## src/rtl/jk_bank_controller.sv

```systemverilog
// jk_bank_controller: sequences J/K vectors into a bank of WIDTH JK flip-flops from valid/ready commands.
// Define JK_BANK_CTRL_ABORT_EN to add an abort input that ends a COUNT early.
module jk_bank_controller #(
    parameter int WIDTH = 4,
    parameter int CNT_W = 8
) (
    input  logic             clk,
    input  logic             rst,
    input  logic             cmd_valid,
    output logic             cmd_ready,
    input  logic [2:0]       cmd_op,
    input  logic [WIDTH-1:0] cmd_data,
    input  logic [CNT_W-1:0] cmd_len,
`ifdef JK_BANK_CTRL_ABORT_EN
    input  logic             abort,
`endif
    output logic [WIDTH-1:0] j_out,
    output logic [WIDTH-1:0] k_out,
    output logic [WIDTH-1:0] q,
    output logic [WIDTH-1:0] q_bar,
    output logic             busy,
    output logic             done,
    output logic             err
);
    typedef enum logic [1:0] {IDLE, EXEC, COUNT, DONE} state_t;
    localparam logic [2:0] OP_CLR = 3'd1, OP_SET = 3'd2, OP_TGL = 3'd3, OP_LD = 3'd4,
                           OP_UP = 3'd5, OP_DN = 3'd6, OP_RSV = 3'd7;
    state_t state, next;
    logic [2:0] op_r;
    logic [WIDTH-1:0] data_r, up_t, dn_t;
    logic [CNT_W-1:0] cnt;
    logic is_cnt, abort_hit;
`ifdef JK_BANK_CTRL_ABORT_EN
    assign abort_hit = abort && state == COUNT;
`else
    assign abort_hit = 1'b0;
`endif
    assign is_cnt = (cmd_op == OP_UP || cmd_op == OP_DN) && cmd_len != '0;
    assign cmd_ready = state == IDLE;
    assign busy = state != IDLE;
    assign done = state == DONE;
    assign err = done && op_r == OP_RSV;
    assign q_bar = ~q;
    // toggle chains: bit i flips when all lower bits are 1 (up) or all 0 (down)
    always_comb begin
        up_t = '0;
        dn_t = '0;
        up_t[0] = 1'b1;
        dn_t[0] = 1'b1;
        for (int i = 1; i < WIDTH; i++) begin
            up_t[i] = up_t[i-1] & q[i-1];
            dn_t[i] = dn_t[i-1] & ~q[i-1];
        end
    end
    always_comb begin
        next = state;
        j_out = '0;
        k_out = '0;
        case (state)
            IDLE: next = cmd_valid ? (is_cnt ? COUNT : EXEC) : IDLE;
            EXEC: begin
                next = DONE;
                case (op_r)
                    OP_CLR: k_out = '1;
                    OP_SET: j_out = '1;
                    OP_TGL: begin
                        j_out = data_r;
                        k_out = data_r;
                    end
                    OP_LD: begin
                        j_out = data_r;
                        k_out = ~data_r;
                    end
                    default: ;
                endcase
            end
            COUNT: begin
                next = (abort_hit || cnt == CNT_W'(1)) ? DONE : COUNT;
                j_out = abort_hit ? '0 : (op_r == OP_UP ? up_t : dn_t);
                k_out = j_out;
            end
            default: next = IDLE;
        endcase
    end
    always_ff @(posedge clk) begin
        if (rst) begin
            state <= IDLE;
            q <= '0;
            op_r <= '0;
            data_r <= '0;
            cnt <= '0;
        end else begin
            state <= next;
            q <= (j_out & ~q) | (~k_out & q);
            if (state == IDLE && cmd_valid) begin
                op_r <= cmd_op;
                data_r <= cmd_data;
                cnt <= cmd_len;
            end else if (state == COUNT) begin
                cnt <= cnt - 1'b1;
            end
        end
    end
endmodule

```

## config.mk

```make
export PLATFORM = sky130hd
export DESIGN_NAME = jk_bank_controller
export DESIGN_NICKNAME = d
export VERILOG_FILES = /design/src/rtl/jk_bank_controller.sv
export SDC_FILE = /design/constraint.sdc
export NUM_CORES = 1
export LEC_CHECK = 0
export ABC_AREA = 1
export CORE_MARGIN = 5
export CORE_UTILIZATION = 40
export CTS_CLUSTER_DIAMETER = 150
export DETAILED_ROUTE_END_ITERATION = 6
export DONT_BUFFER_PORTS = 1
export PLACE_DENSITY = 0.59
export SETUP_SLACK_MARGIN = 0.4
export SYNTH_ARGS = -nofsm -noshare
export SYNTH_HDL_FRONTEND = slang
export SYNTH_SLANG_ARGS = --single-unit
```

## constraint.sdc

```tcl
create_clock -name clk -period 1.6 [get_ports clk]
set_input_delay 0.48 -clock clk [delete_from_list [all_inputs] [get_ports clk]]
set_output_delay 0.48 -clock clk [all_outputs]
set_load 0.02 [all_outputs]
```

; After elaboration in Yosys (flattened, before gate mapping)
; Cells that the tools add are included.
[word_totals]
reg_bits = 21
latch_bits = 0
ramBits = 0
mem_bits_ro = 0
word_cells = 51
memories = 0
[op_classes]
addsub = 1
mul = 0
div = 0
order_cmp = 0
n_eq_ne = 12
n_shift = 0
mux = 11
bitwise = 13
reduce_logical = 9
[ops]
columns = operator, n
row1 = $pmux W4 S2, 3
row2 = $mux W8, 2
row3 = $eq A3 B3 Y1 const B, 5
row4 = $not A4 Y4, 3
row5 = $pmux W4 S3, 1
row6 = $and A4 B4 Y4, 2
row7 = $eq A8 B1 Y1 const B, 1
row8 = $reduce_bool A8 Y1, 1
row9 = $sub A8 B1 Y8 const B, 1
row10 = $eq A3 B2 Y1 const B, 2
row11 = $pmux W2 S3, 1
row12 = $and A1 B1 Y1, 4
row13 = $eq A2 B2 Y1 const B, 2
row14 = $mux W2, 2
row15 = $mux W4, 1
row16 = $or A4 B4 Y4, 1
row17 = $reduce_bool A2 Y1, 2
row18 = $eq A3 B1 Y1 const B, 1
row19 = $logic_and A1 B1 Y1, 3
row20 = $not A1 Y1, 3
row21 = $eq A2 B1 Y1 const B, 1
row22 = $logic_not A2 Y1, 1
row23 = $reduce_or A2 Y1, 1
row24 = $logic_or A1 B1 Y1, 1
row25 = $mux W1, 1

; Depth between registers and ports, before layout
; Gate-level depths: netlist of the first run.
[depth]
word_depth = 8
mapped_depth = 9
depth_no_buf = 9

; Least setup slack after synthesis of the first run
; Ideal clock, no wire load.
[synth_timing]
path_kind = register to output
startpoint = reg state[0]
endpoint = out j_out[3]
arrival_time_ns = 1.390
required_ns = 1.120
slack_ns = -0.270
stages_incl_launch_ff = 6
path_buffers = 1
path_cell_list = dfxtp_1 -> inv_1 -> ha_1 -> clkbuf_1 -> inv_1 -> a21oi_1
[synth_between]
elab_chain_cells = 2
elab_cells_between_ends = 3
cone_classes = eq/ne (2) / mux (1)
[synth_rtl]
columns = item, line_no
row1 = from (decl), 28  ; state_t state, next;
row2 = from (signal assigned), 93  ; state <= next;
row3 = $eq A2 B2 Y1 or $eq A2 B1 Y1 (tied branches), 59  ; case (state)
row4 = $pmux W4 S2 (*), 59
row5 = to (decl), 17  ; output logic [WIDTH-1:0] j_out,
; Mark *: on every way between the ends. The rest lies on a longest branch, timed or not.

; Worst setup path in the final report of the first run
[layout_timing]
startpoint = reg state[1]
endpoint = out k_out[0]
[layout_between]
elab_chain_cells = 2
elab_cells_between_ends = 3
cone_classes = eq/ne (2) / mux (1)
[layout_rtl]
columns = item, line_no
row1 = $eq A2 B2 Y1 or $eq A2 B1 Y1 (tied branches), 59
row2 = $pmux W4 S2 (*), 59
row3 = to (decl), 18  ; output logic [WIDTH-1:0] k_out,
; Marked as above.

==> flow_metrics.env, run 1 <==
export IMPL_cts_root_buf="clkbuf_4"
export IMPL_worstSkewPairLatency_ns=0.31
export IMPL_cellInternalPower_mw=1.45
export IMPL_finish_net_count=287
export IMPL_die_area_um2=4860
export IMPL_cp_max_fo=8
export IMPL_regToRegSetupSlack_ns=0.21
export IMPL_placementRows=21
export IMPL_grt_pass1_wl_mm=7.11
export IMPL_synthesis_area_um2=1430
export IMPL_multi_input_area_um2=1270
export IMPL_io_pins=38
export IMPL_number_of_instances_on_the_worst_hold_path=1
export IMPL_placeableCoreArea_um2=3390
export IMPL_share_of_the_clock_period_used_by_the_worst_path_after_layout_pct=120
export IMPL_dr_iter_0_viols=97
export IMPL_dp_hpwl_mm=3.11
export IMPL_cts_buffer_depth=2
export IMPL_failed_checks="setup timing"
export IMPL_worst_r2r_endpoint="cnt[0]"
export IMPL_final_routed_wirelength_mm=4.40
export IMPL_syn_nets=259
export IMPL_synth_largest_type_area_fraction_pct=29.5
export IMPL_timing_critical_path_required_ns=1.12
export IMPL_netSwitchingFraction_pct=47.7
export IMPL_final_report_setup_violation_count=10
export IMPL_dr_total_vias=1592
export IMPL_setup_repair_after_global_routing_missed_its_margin="true"
export IMPL_worst_r2r_path_depth=9
export IMPL_min_delay_path_class="primary input to register"
export IMPL_powerDensity_nw_per_um2=1180
export IMPL_hold_path_end="cnt[7]"
export IMPL_tritoncts_clock_tree="done"
export IMPL_avg_inst_size_synth_um2=6.06
export IMPL_drtAntennaViolNets=0
export IMPL_clock_power_share_pct=9.8
export IMPL_drv_slew=0
export IMPL_pwr_share_comb_pct=62.9
export IMPL_num_antenna_cells=0
export IMPL_leakagePower_nw=0.985
export IMPL_postPlaceCellArea_um2=1780
export IMPL_port_buffers=0
export IMPL_routabilityCongestion=0.855
export IMPL_dominant_cells_by_area_after_synthesis="dfxtp_1, nand2_1, inv_1, nand3_1, a21oi_1"
export IMPL_grt_overflow_total=0
export IMPL_seq_area_um2=444
export IMPL_setup_ws_ns=-0.321
export IMPL_hold_path_startpoint="rst"
export IMPL_power_share_sequential_pct=27.3
export IMPL_yosysSeqAreaShare_pct=29.5
export IMPL_fin_crit_ns=1.92
export IMPL_fillCellCount=279
export IMPL_chipWidth_um=69.7
export IMPL_timing_fmax_ghz=0.521
export IMPL_cts_made_buffers=3
export IMPL_fin_hold_ws_ns=0.204
export IMPL_path_class="register to output port"
export IMPL_final_layout_size_suffix_gt1_share_pct=50.4
export IMPL_routed_wl_per_cell_um=14.3
export IMPL_number_of_antenna_violations_at_the_first_check_in_global_routing=0
export IMPL_maximum_capacitance_violations=0
export IMPL_rr_startpoint="state[1]"
export IMPL_initial_core_util_pct=42.0
export IMPL_worst_setup_path_end_kind="output port"
export IMPL_slew_limit_headroom_pct=52.2
export IMPL_postLayoutCoreUtil_pct=69.4
export IMPL_run_status="finished with violations"
export IMPL_die_h_um=69.7
export IMPL_sinks_on_clock_net=21
export IMPL_detail_route_first_pass_iterations=4
export IMPL_synth_cell_types=24
export IMPL_postLayoutCellArea_um2=2350
export IMPL_largest_net_degree_at_the_start_of_global_routing=15
export IMPL_p_total_mw=2.78
export IMPL_route_detailed_drc=0
export IMPL_slew_at_the_pin_closest_to_its_max_slew_limit_ns=0.717
export IMPL_skew_ns=0.00604
export IMPL_vias_per_cell=5.17
export IMPL_synthToLayoutAreaGrowth_pct=65.1
export IMPL_clk_transition_reported_paths_ns=0.13
export IMPL_ir_worst_vdd_mv=0.703
export IMPL_worst_ep_arrival_time_ns=1.44
export IMPL_hold_viol_final=0
export IMPL_fin_tns_setup_ns=-2.57
export IMPL_p_switching_mw=1.33
export IMPL_critPathLaunchType="register"
export IMPL_synth_warning_count=0
export IMPL_clock_tree_htree_level_count=1
export IMPL_first_global_vias=1520
export IMPL_netlist_instances=235
export IMPL_ys_ff_latch=21
export IMPL_cell_accounting_for_the_most_synthesized_area="dfxtp_1"
export IMPL_overall_fraction_of_global_route_tracks_in_use_pct=17.7
layer usage:
layer  part of all wire [%]  global-route usage, %  routed length [um]  vias up
li1                       -                      -                   -      811
met4                    1.1                   5.11                  49        0
met2                     52                   30.6                2280       26
met1                     44                   21.6                1920      748
met3                    3.4                   4.20                 148        7
met5                      0                      0                   0        -
per-stage QoR:
| step | worst slack, ns | cells |
|---|---|---|
| detailed placement | -0.0537 | 293 |
| floorplan | 0.103 | 235 |
| CTS | -0.322 | 304 |
| global placement | -0.0399 | 293 |
| finish | -0.321 | 308 |
| global route | -0.404 | 308 |
critical path: stages, from the launching register on:
cell and delay, ns:
dfxtp_2 0.36, inv_2 0.04, buf_6 0.11, ha_4 0.34, inv_8 0.07, a21oi_4 0.20
placed cells by master, fill, tap and decap left out, types with 6 or more instances in the layout:
cell type and count:
a21oi_1 6, buf_4 12, buf_6 13, o21ai_1 6, a21oi_4 6, nand3_2 7
nor2_1 8, inv_1 21, inv_2 8, dfxtp_1 12, a21oi_2 10, nand3_1 18
nand2_2 11, inv_4 8, nand2_1 48
sequential cells by signal (all words and copies together), names as in the netlist:
name and count:
q 4, op_r 3, state 2, data_r 4, cnt 8
cell usage after synthesis:
| cell | n |
|---|---|
| a41oi_1 | 1 |
| nor3_1 | 1 |
| nand3_2 | 1 |
| xor2_1 | 1 |
| nand2_1 | 65 |
| nor3_2 | 1 |
| or2_2 | 1 |
| ha_1 | 6 |
| buf_4 | 1 |
| nand3_1 | 28 |
| dfxtp_1 | 21 |
| nor3b_1 | 1 |
| clkbuf_1 | 5 |
| nor2_1 | 11 |
| o21ai_2 | 1 |
| o22ai_1 | 4 |
| nand4_1 | 2 |
| a21oi_1 | 22 |
| o21ai_0 | 15 |
| buf_2 | 1 |
| inv_1 | 40 |
| inv_2 | 1 |
| nor2_2 | 2 |
| a31oi_1 | 3 |
layout make-up:
| cell class | count | share of cell area (%) |
|---|---|---|
| multi-input cells | 166 | 54.2 |
| inverters | 41 | 8.67 |
| clock buffers | 3 | 0.957 |
| well taps | 46 | 2.45 |
| flip-flops and latches | 21 | 18.9 |
| clock inverters | 1 | 0.213 |
| repair buffers | 30 | 14.6 |
cells by family (layout without fill, tap and decap cells):
| family | after synthesis | after routing | synth area share, % |
|---|---|---|---|
| buffers and inverters | 48 | 75 | 13.0 |
| and+or+nand+nor | 113 | 113 | 34.3 |
| AOI/OAI and AO/OA | 46 | 46 | 17.3 |
| adders and majority gates | 6 | 6 | 5.27 |
| DFF | 21 | 21 | 29.5 |
| xor gates and xnor gates | 1 | 1 | 0.615 |
power by group through the flow:
stage,clock network [mW],logic [mW],registers (mW)
2_1_floorplan,0,0.931,0.725
3_3_place_gp,0,1.17,0.742
3_5_place_dp,0,1.18,0.743
4_1_cts,0.284,1.49,0.747
5_1_grt,0.314,1.89,0.775
6_report,0.273,1.75,0.759
what timing repair did:
action,4_1_cts,5_1_grt
setup buffers,6,4
cloned,1,0
gates resized for setup,78,49
setup endpoints to repair,41,41
hold buffers,0,0
pin swaps,18,17
how the worst max path moves through the flow:
stage / from / to / depth (start not counted)
3_3_place_gp: op_r[1] / j_out[3] / 6
5_1_grt: state[1] / j_out[3] / 5
2_1_floorplan: state[1] / j_out[3] / 5
4_1_cts: state[1] / k_out[0] / 5
6_report: state[1] / k_out[0] / 5
3_5_place_dp: op_r[1] / j_out[3] / 6
Note: power is estimated with default switching activity, not from simulation.
==> run 2, diff against run 1 <==
CAP_MARGIN = 20   (was unset)
==> results of run 2 <==
No change in the layout: final DEF, timing and power equal those of run 1.
==> run 3, diff against run 2 <==
CELL_PAD_IN_SITES_DETAIL_PLACEMENT = 1   (was unset)
CELL_PAD_IN_SITES_GLOBAL_PLACEMENT = 2   (was unset)
CORE_UTILIZATION = 28   (was 40)
CTS_CLUSTER_SIZE = 12   (was unset)
PLACE_DENSITY = 0.76   (was 0.59)
==> flow_metrics.env, run 3 (synthesized netlist as in run 1, its figures left out) <==
export IMPL_largest_reg_flops=8
export IMPL_timing_fmax_ghz=0.527
export IMPL_io_pins=38
export IMPL_fin_tns_setup_ns=-2.49
export IMPL_worstSkewPairLatency_ns=0.28
export IMPL_groute_layer_met2_usage_pct=30.4
export IMPL_dp_hpwl_mm=3.73
export IMPL_placeableCoreArea_um2=5010
export IMPL_run_status="finished with violations"
export IMPL_number_of_antenna_violations_at_the_first_check_in_global_routing=0
export IMPL_grt_util_met1_pct=18.5
export IMPL_grt_overflow_total=0
export IMPL_failed_checks="setup timing"
export IMPL_globalRoute_busiestLayer="met2"
export IMPL_worst_ep_arrival_time_ns=1.42
export IMPL_dr_total_vias=1678
export IMPL_finish_net_count=294
export IMPL_slew_at_the_pin_closest_to_its_max_slew_limit_ns=0.480
export IMPL_final_routed_wirelength_mm=5.39
export IMPL_num_antenna_cells=0
export IMPL_sinks_on_clock_net=21
export IMPL_synthToLayoutAreaGrowth_pct=69.4
export IMPL_final_layout_size_suffix_gt1_share_pct=49.4
export IMPL_worst_setup_path_end_kind="output port"
export IMPL_most_common_cell_after_layout_fill_and_taps_aside="nand2_1"
export IMPL_cp_max_fo=7
export IMPL_route_detailed_drc=0
export IMPL_fin_hold_ws_ns=0.245
export IMPL_final_report_setup_violation_count=9
export IMPL_powerDensity_nw_per_um2=1230
export IMPL_cts_buffer_depth=2
export IMPL_max_flop_register="cnt"
export IMPL_path_class="register to output port"
export IMPL_vias_per_cell=4.95
export IMPL_clk_transition_reported_paths_ns=0.10
export IMPL_detail_route_first_pass_iterations=4
export IMPL_chipWidth_um=81.3
export IMPL_reg_top3="cnt x8, data_r x4, q x4"
export IMPL_slew_limit_headroom_pct=67.7
export IMPL_maximum_capacitance_violations=0
export IMPL_share_of_the_clock_period_used_by_the_worst_path_after_layout_pct=119
export IMPL_place_ws_ns=-0.0996
export IMPL_placementRows=26
export IMPL_timing_critical_path_required_ns=1.12
export IMPL_setup_repair_after_global_routing_missed_its_margin="true"
export IMPL_globalRouteMet3Util_pct=3.55
export IMPL_grt_pass1_wl_mm=8.18
export IMPL_overall_fraction_of_global_route_tracks_in_use_pct=16.0
export IMPL_min_delay_path_class="primary input to register"
export IMPL_drv_slew=0
export IMPL_critPathLaunchType="register"
export IMPL_tritoncts_clock_tree="done"
export IMPL_routed_wl_per_cell_um=15.9
export IMPL_setup_ws_ns=-0.297
export IMPL_ir_worst_vdd_mv=0.618
export IMPL_largest_net_degree_at_the_start_of_global_routing=16
export IMPL_fin_crit_ns=1.90
export IMPL_cts_root_buf="clkbuf_8"
export IMPL_clock_tree_htree_level_count=1
export IMPL_most_common_layout_cells="nand2_1, inv_1, nand3_1"
export IMPL_die_area_um2=6620
export IMPL_drtAntennaViolNets=0
export IMPL_skew_ns=0.00935
export IMPL_routabilityCongestion=0.803
export IMPL_initial_core_util_pct=28.4
export IMPL_first_global_vias=1672
export IMPL_leakagePower_nw=1.01
export IMPL_cts_made_buffers=3
export IMPL_hold_viol_final=0
export IMPL_dr_iter_0_viols=36
export IMPL_die_h_um=81.3
export IMPL_port_buffers=0
## run 3: worst paths after layout
path / start / end / slack [ns] / depth (start not counted)
worst min-delay path: rst / cnt[7] / 0.24 / 1
worst min register to register: cnt[4] / cnt[4] / 0.50 / 2
worst max-delay path: state[1] / k_out[3] / -0.30 / 5
worst max register to register: state[1] / q[2] / 0.10 / 9
## run 3: cell type report
class	instances	area (um2)
clock buffer	3	41.3
multi-input combinational	166	1240
sequential	21	452
timing repair buffer	37	388
clock inverter	1	7.51
fill	626	2590
inverter	41	196
tap	70	87.6
## run 3: what timing repair did
action	CTS	global route
hold buffers	0	0
setup endpoints to repair	41	41
resized for setup	54	71
pin swaps	7	21
buffers inserted	6	6
cloned	0	1
## run 3: where the power goes
part           internal [mW]  total (mW)  switching [mW]
registers              0.630       0.768           0.138
logic                  0.784        1.81            1.02
clock network          0.177       0.396           0.219
## run 3: through the flow
step           power [mW]  cells  area (um2)  utilization [%]
2_1_floorplan        1.66    235        1620                -
3_3_place_gp         1.95    322        1820             36.3
3_5_place_dp         1.96    322        1820             36.3
4_1_cts              2.62    332        2090             41.6
5_1_grt              3.16    339        2410             48.2
6_report             2.97    339        2410             48.2
## run 3: critical path: stages (launching register included)
cell and delay (ns):
dfxtp_2 0.35, inv_2 0.05, buf_6 0.11, ha_4 0.35, inv_8 0.08, a21oi_4 0.20
## run 3: layer usage
metal | vias up | part of all wire (%)
li1 | 836 | -
met1 | 811 | 42
met2 | 27 | 54
met3 | 4 | 3.2
met4 | 0 | 0.59
met5 | - | 0
